<file path="src/rtl/disp_pkg.sv">
// disp_pkg: shared scan states and display constants for the digit scan controller.
package disp_pkg;
  typedef enum logic [1:0] {IDLE, BLANK, DRIVE} scan_state_t;
  localparam logic [6:0] SEG_OFF = 7'b1111111;
  localparam logic [3:0] ANODE_OFF = 4'b1111;
  localparam int NUM_DIGITS = 4;
endpackage

</file>
<file path="src/rtl/hex_to_seg.sv">
// hex_to_seg: 4-bit nibble to active-low seven-segment pattern {g,f,e,d,c,b,a}.
module hex_to_seg (
  input  logic [3:0] nibble,
  output logic [6:0] seg_n
);
  always_comb begin
    seg_n = 7'b1111111;
    case (nibble)
      4'h0: seg_n = 7'b1000000;
      4'h1: seg_n = 7'b1111001;
      4'h2: seg_n = 7'b0100100;
      4'h3: seg_n = 7'b0110000;
      4'h4: seg_n = 7'b0011001;
      4'h5: seg_n = 7'b0010010;
      4'h6: seg_n = 7'b0000010;
      4'h7: seg_n = 7'b1111000;
      4'h8: seg_n = 7'b0000000;
      4'h9: seg_n = 7'b0010000;
      4'ha: seg_n = 7'b0001000;
      4'hb: seg_n = 7'b0000011;
      4'hc: seg_n = 7'b1000110;
      4'hd: seg_n = 7'b0100001;
      4'he: seg_n = 7'b0000110;
      default: seg_n = 7'b0001110;
    endcase
  end
endmodule

</file>
<file path="src/rtl/digit_scan_controller.sv">
// digit_scan_controller: prescaled blank/drive scanner for a 4-digit common-anode display.
// Optional LEADING_ZERO_BLANK_EN suppresses leading zero digits (digit 0 always shown).
module digit_scan_controller
  import disp_pkg::*;
#(
  parameter int DRIVE_TICKS = 50000,
  parameter int BLANK_TICKS = 500
) (
  input  logic        clk,
  input  logic        state_reset,
  input  logic        enable,
  input  logic [15:0] digits_in,
  input  logic [3:0]  dp_in,
  input  logic [3:0]  digit_mask,
  output logic [3:0]  anode_n,
  output logic [6:0]  seg_n,
  output logic        dp_n,
  output logic [1:0]  digit_sel,
  output logic        frame_done
);
  localparam int CW = $clog2(((DRIVE_TICKS > BLANK_TICKS) ? DRIVE_TICKS : BLANK_TICKS) + 1);
  scan_state_t state;
  logic [1:0] idx;
  logic [CW-1:0] cnt;
  logic [15:0] snapshot;
  logic [NUM_DIGITS-1:0] dp_snap, mask_snap, lz, hide;
  logic [3:0] nib;
  logic [6:0] seg;
  assign nib = snapshot[{idx, 2'b00} +: 4];
`ifdef LEADING_ZERO_BLANK_EN
  assign lz = {~|snapshot[15:12], ~|snapshot[15:8], ~|snapshot[15:4], 1'b0};
`else
  assign lz = '0;
`endif
  assign hide = mask_snap | lz;
  hex_to_seg u_dec (.nibble(nib), .seg_n(seg));
  always_ff @(posedge clk) begin
    if (state_reset) begin
      state <= IDLE;
      idx <= '0;
      cnt <= '0;
      snapshot <= '0;
      dp_snap <= '0;
      mask_snap <= '0;
      anode_n <= ANODE_OFF;
      seg_n <= SEG_OFF;
      dp_n <= 1'b1;
      digit_sel <= '0;
      frame_done <= 1'b0;
    end else if (!enable) begin
      state <= IDLE;
      idx <= '0;
      cnt <= '0;
      anode_n <= ANODE_OFF;
      seg_n <= SEG_OFF;
      dp_n <= 1'b1;
      digit_sel <= '0;
      frame_done <= 1'b0;
    end else begin
      frame_done <= 1'b0;
      case (state)
        IDLE: begin
          state <= BLANK;
          idx <= '0;
          cnt <= '0;
          snapshot <= digits_in;
          dp_snap <= dp_in;
          mask_snap <= digit_mask;
          digit_sel <= '0;
        end
        BLANK: begin
          cnt <= (cnt == CW'(BLANK_TICKS - 1)) ? '0 : cnt + 1'b1;
          if (cnt == CW'(BLANK_TICKS - 1)) begin
            state <= DRIVE;
            anode_n <= hide[idx] ? ANODE_OFF : ~(4'b0001 << idx);
            seg_n <= seg;
            dp_n <= ~dp_snap[idx] | lz[idx];
          end
        end
        default: begin
          cnt <= (cnt == CW'(DRIVE_TICKS - 1)) ? '0 : cnt + 1'b1;
          if (cnt == CW'(DRIVE_TICKS - 1)) begin
            state <= BLANK;
            idx <= idx + 2'd1;
            digit_sel <= idx + 2'd1;
            anode_n <= ANODE_OFF;
            seg_n <= SEG_OFF;
            dp_n <= 1'b1;
            if (idx == 2'd3) begin
              frame_done <= 1'b1;
              snapshot <= digits_in;
              dp_snap <= dp_in;
              mask_snap <= digit_mask;
            end
          end
        end
      endcase
    end
  end
endmodule
</file>
<file path="config.mk">
export PLATFORM = sky130hd
export DESIGN_NAME = digit_scan_controller
export DESIGN_NICKNAME = d
export VERILOG_FILES = /design/src/rtl/disp_pkg.sv /design/src/rtl/hex_to_seg.sv /design/src/rtl/digit_scan_controller.sv
export SDC_FILE = /design/constraint.sdc
export NUM_CORES = 1
export LEC_CHECK = 0
export ABC_AREA = 1
export BUFFER_PORTS_ARGS = -buffer_cell sky130_fd_sc_hd__buf_4
export CORE_MARGIN = 3
export CORE_UTILIZATION = 54
export DETAILED_ROUTE_END_ITERATION = 8
export GPL_TIMING_DRIVEN = 0
export PLACE_DENSITY = 0.76
export SYNTH_ARGS = -nofsm -noshare
export SYNTH_HDL_FRONTEND = slang
export SYNTH_SLANG_ARGS = --single-unit
</file>
<file path="constraint.sdc">
create_clock -name clk -period 2.2 [get_ports clk]
set_input_delay 0.22 -clock clk [delete_from_list [all_inputs] [get_ports clk]]
set_output_delay 0.22 -clock clk [all_outputs]
set_load 0.01 [all_outputs]
</file>
==> results.md <==
Yosys:
- The count of cell types in the netlist is 30.
- The synthesized area divided by synthesized cell count is about 6.9 um^2.
- Counting every instance in the synthesized netlist gives 440.
- During synthesis, Yosys emitted a total of 0 warnings.
- The area of the mapped netlist is slightly above 3000 um^2.
- In this run, synthesis produced a sequential element count of between 50 and 60.
- The fraction of the yosys area taken by sequential cells is 37.70%.
- The number of nets handed over by synthesis was between 400 and 500.

Global routing:
- The total congestion overflow after global routing is 0.
- The first global-routing pass estimated ~12000 um of wire.
- In this run the most used layer during global routing was met2.
- The via count of the first global-routing pass came to roughly 2700.
- The initial antenna violation count came to 0.
- The pin count of the biggest net entering global routing is 12.
- In the global route stage, overall resource usage came out at 23.01%.
- For this run, global-route usage on met1 was measured as 29.02%.
- The global routing usage on met3 is 4.324%.
- In the global route stage, met2 resource usage came out at between 30% and 40%.

Floorplan:
- The height of the die is between 80 and 90 um.
- After floorplanning, the core was sized to cover around 5300 um^2.
- The floorplan step defined a die boundary enclosing between 6000 and 7000 um^2.
- In this run the core area contains 26 standard-cell rows.
- Once the floorplan was initialized, standard cells occupied between 50% and 60% of the core.
- The floorplan step set the die width to ~81 um.
- The boundary pin count is 42.

Detailed routing:
- The first routing iteration left roughly 150 violations.
- For this run, the detailed router's first-pass iteration total came to 4.
- The detail route stage leaves a number of antenna-violating nets equal to 0.
- The routed via count divided by cell count is about 5.1.
- In the final routed layout, each cell accounts on average for 12.14 um.
- For this block, the routed nets add up to approximately 6900 um of wire.
- The via count of the routed design is 2906.
- In the routed design, unresolved DRC markers number 0.

Final layout:
- The fraction of layout instances using a drive strength above 1 is 18.71%.
- The repair_antennas step left the layout with diodes totalling 0.
- Relative to the synthesized area, the layout overhead comes to 19.84%.
- After the last flow step, the layout net total stands at 530.
- Counting the fill cells in the layout gives between 400 and 500.

Clock tree:
- The CTS tree is done.
- The clock-pin slew on the worst setup and hold paths is ~0.070 ns.
- The number of sinks driven by the clock tree is 57.
- The clock buffer count from CTS is 9.
- Gates resized during post-CTS repair numbered 0.
- The CTS root buffer is sky130_fd_sc_hd__clkbuf_8.
- Buffers added to address setup during post-CTS repair amount to 0.
- The clock passes through at most 2 buffers.
- The clock insertion delay at the later pin of the skew report is between 0.3 and 0.4 ns.
- In this run, post-CTS hold repair placed 0 buffers.
- The H-tree was split into 3 levels.

Critical path:
- The largest single stage delay on the critical path is 0.40 ns.
- The required time at the endpoint of the critical path is 2.40 ns.
- Among all stages on the critical path, the largest delay is contributed by sky130_fd_sc_hd__dfxtp_1.
- The worst setup path is launched from a flop.
- The critical path goes through buf_4 > clkbuf_4 > nand2_1 > nand3_1 > nand2_2 > ha_1 > nand3_1 > nor2_1 > nor2_1 > nand2_1 > nand2_1 > nand3_1.
- In this run the worst path has a maximum fanout of 10.
- Data arrives at the worst endpoint at around 2.1 ns.
- The worst-case register-to-register setup slack is between 0.2 and 0.3 ns.
- The path type of the worst setup path is flop to flop.
- The worst setup path is captured at a flop.

Power:
- The power density over cell area is about 640 nW/um^2.
- The post-route total power is between 2000 and 2500 uW.
- The share of total power dissipated in sequential elements is 46.8%.
- Cell internal power was estimated by the tool at between 1500 and 2000 uW.
- Summed over all nets, the switching power comes to between 500 and 600 uW.
- IR analysis of the VDD net gives a maximum drop of 0.0004132 V.
- Of the total power, the share spent switching nets is between 20% and 30%.
- The relative contribution of combinational cells to total power is between 10% and 20%.
- The part of the power in the clock network is a little over two fifths.
- The static leakage is between 0.0015 and 0.002 uW.

Hold path:
- The type of the most critical hold path is input pin to flop.

STA:
- For the pin with the worst max-slew slack, the measured transition is 0.4284 ns.
- The highest attainable clock frequency is about 500 MHz.
- After layout, the minimum clock period comes to between 1.5 and 2 ns.
- On the final layout, the worst clock skew is just under 0.01 ns.
- The final hold violation count is 0.
- Setup repair after global routing left no endpoint under its margin.
- The number of endpoints failing setup at the final stage is 0.
- Setup total negative slack on the finished layout was measured at 0 ns.
- The number of pins with negative max-slew slack in the final report is 0.
- The worst hold slack is ~0.11 ns.
- The part of the cycle the worst path needs is roughly nine tenths.
- The headroom to the max-slew limit is around 70%.

Place:
- Once detailed placement completed, the half-perimeter wirelength came to a little over 5000 um.
- Routability-driven placement finished with a final weighted congestion of between 0.9 and 1.
- Port buffering added just over 40 buffers.

Flow run:
- The tool flagged a number of max-cap violations equal to 0.

Run status:
- The flow ran to the end, and the final reports show no timing, DRC or antenna violations.
==> critical path, delay by kind of cell, from the launching register on <==
family        cells  cell delay, ns
simple gates      9            0.69
buf+inv           2            0.40
fa+ha+maj         1            0.32
flops             1            0.40
==> cell usage in the layout, fill, tap and decap left out, types with 3 or more instances in the layout <==
cell and n:
sky130_fd_sc_hd__nand2_1 132, sky130_fd_sc_hd__dfxtp_1 57, sky130_fd_sc_hd__nor2_1 51, sky130_fd_sc_hd__buf_4 44, sky130_fd_sc_hd__nand3_1 40, sky130_fd_sc_hd__inv_1 32
sky130_fd_sc_hd__a21oi_1 29, sky130_fd_sc_hd__nand4_1 22, sky130_fd_sc_hd__ha_1 11, sky130_fd_sc_hd__clkbuf_8 10, sky130_fd_sc_hd__nand2_2 9, sky130_fd_sc_hd__buf_6 6
sky130_fd_sc_hd__nor3_1 6, sky130_fd_sc_hd__nor2_2 5, sky130_fd_sc_hd__o21ai_0 5, sky130_fd_sc_hd__clkbuf_1 5, sky130_fd_sc_hd__xor2_1 4, sky130_fd_sc_hd__buf_2 4
sky130_fd_sc_hd__clkinvlp_4 3, sky130_fd_sc_hd__nor4_1 3, sky130_fd_sc_hd__clkinv_2 3
==> final timing paths <==
check                                         start                       to  cells past startpoint
worst max-delay path            idx[0]$_SDFFE_PP0P_    seg_n[1]$_SDFFE_PP1P_                     12
worst max register to register  idx[0]$_SDFFE_PP0P_    seg_n[1]$_SDFFE_PP1P_                     12
worst min register to register    cnt[0]$_SDFF_PP0_        cnt[0]$_SDFF_PP0_                      1
worst min-delay path                       dp_in[2]  dp_snap[2]$_SDFFE_PP0P_                      3
==> logic make-up (layout without fill, tap and decap cells) <==
kind of cell,Yosys count,after routing,share of synthesized area (%)
adder cells (fa/ha/maj),11,11,4.547
flip-flops,57,57,37.70
AO/OA/AOI/OAI,39,39,6.697
XOR/XNOR,5,5,1.447
buffers and inverters,54,111,8.887
AND/OR/NAND/NOR,274,274,40.72
==> cells in the mapped netlist <==
| master | n | area [um^2] |
|---|---|---|
| sky130_fd_sc_hd__nand3_2 | 2 | 20.02 |
| sky130_fd_sc_hd__nand2_1 | 133 | 499.2 |
| sky130_fd_sc_hd__xor2_1 | 4 | 35.03 |
| sky130_fd_sc_hd__inv_4 | 1 | 6.260 |
| sky130_fd_sc_hd__nand3b_1 | 1 | 7.510 |
| sky130_fd_sc_hd__buf_2 | 5 | 25.02 |
| sky130_fd_sc_hd__nand4_1 | 22 | 137.6 |
| sky130_fd_sc_hd__nor4_1 | 3 | 18.77 |
| sky130_fd_sc_hd__o21ai_1 | 1 | 5.000 |
| sky130_fd_sc_hd__dfxtp_1 | 57 | 1141 |
| sky130_fd_sc_hd__buf_4 | 3 | 22.52 |
| sky130_fd_sc_hd__clkbuf_1 | 4 | 15.01 |
| sky130_fd_sc_hd__inv_2 | 1 | 3.750 |
| sky130_fd_sc_hd__nand2_4 | 1 | 11.26 |
| sky130_fd_sc_hd__o21ai_0 | 5 | 25.02 |
| sky130_fd_sc_hd__nand3_4 | 2 | 35.03 |
| sky130_fd_sc_hd__ha_1 | 11 | 137.6 |
| sky130_fd_sc_hd__o211ai_1 | 2 | 15.01 |
| sky130_fd_sc_hd__a31oi_1 | 1 | 6.260 |
| sky130_fd_sc_hd__xnor2_1 | 1 | 8.760 |
| sky130_fd_sc_hd__o22ai_1 | 1 | 6.260 |
| sky130_fd_sc_hd__a21oi_1 | 29 | 145.1 |
| sky130_fd_sc_hd__nor3_1 | 6 | 30.03 |
| sky130_fd_sc_hd__clkinv_2 | 1 | 5.000 |
| sky130_fd_sc_hd__nand3_1 | 40 | 200.2 |
| sky130_fd_sc_hd__nor2_2 | 5 | 31.28 |
| sky130_fd_sc_hd__nand2_2 | 8 | 50.05 |
| sky130_fd_sc_hd__nor2_1 | 51 | 191.4 |
| sky130_fd_sc_hd__inv_1 | 33 | 123.9 |
| sky130_fd_sc_hd__buf_6 | 6 | 67.56 |
==> area by class of cell <==
cell class,count,area (um^2),area share (%)
tap,70,87.58,2.415
multi-input combinational,329,1619,44.64
sequential,57,1141,31.46
clock buffer,11,141.4,3.898
buffer,18,132.6,3.656
inverter,36,142.6,3.932
timing repair buffer,41,307.8,8.486
clock inverter,5,55.05,1.518
==> flip-flops by register name (all words and copies together), names as in the netlist, 2 cells and up <==
| signal | flops |
|---|---|
| cnt | 16 |
| snapshot | 16 |
| seg_n | 7 |
| anode_n | 4 |
| dp_snap | 4 |
| hide | 4 |
| idx | 2 |
| state | 2 |
==> per-layer routing <==
metal | vias to the layer above | routed length [um] | part of all wire (%)
li1 | 1537 | - | -
met1 | 1288 | 3188 | 46
met2 | 72 | 3250 | 47
met3 | 9 | 344 | 5.0
met4 | 0 | 99 | 1.4
met5 | - | 0 | 0
==> power groups by stage <==
stage	Sequential [uW]	Clock (uW)	Combinational, uW
floorplan	1110	0	174
global placement	1110	0	257
detailed placement	1110	0	261
CTS	1090	991	263
global route	1090	1040	302
finish	1090	974	263
==> metrics by stage <==
step	utilization (%)	worst slack [ns]	instance area, um^2	cells
after CTS	68.66	0.1679	3618	567
after detailed placement	64.93	0.1921	3422	551
final	68.83	0.2574	3627	567
after global routing	68.83	0.05300	3627	567
after global placement	64.93	0.2148	3422	551
after floorplan	-	0.4181	3027	440
No activity file was read; power rests on OpenSTA's default activity.
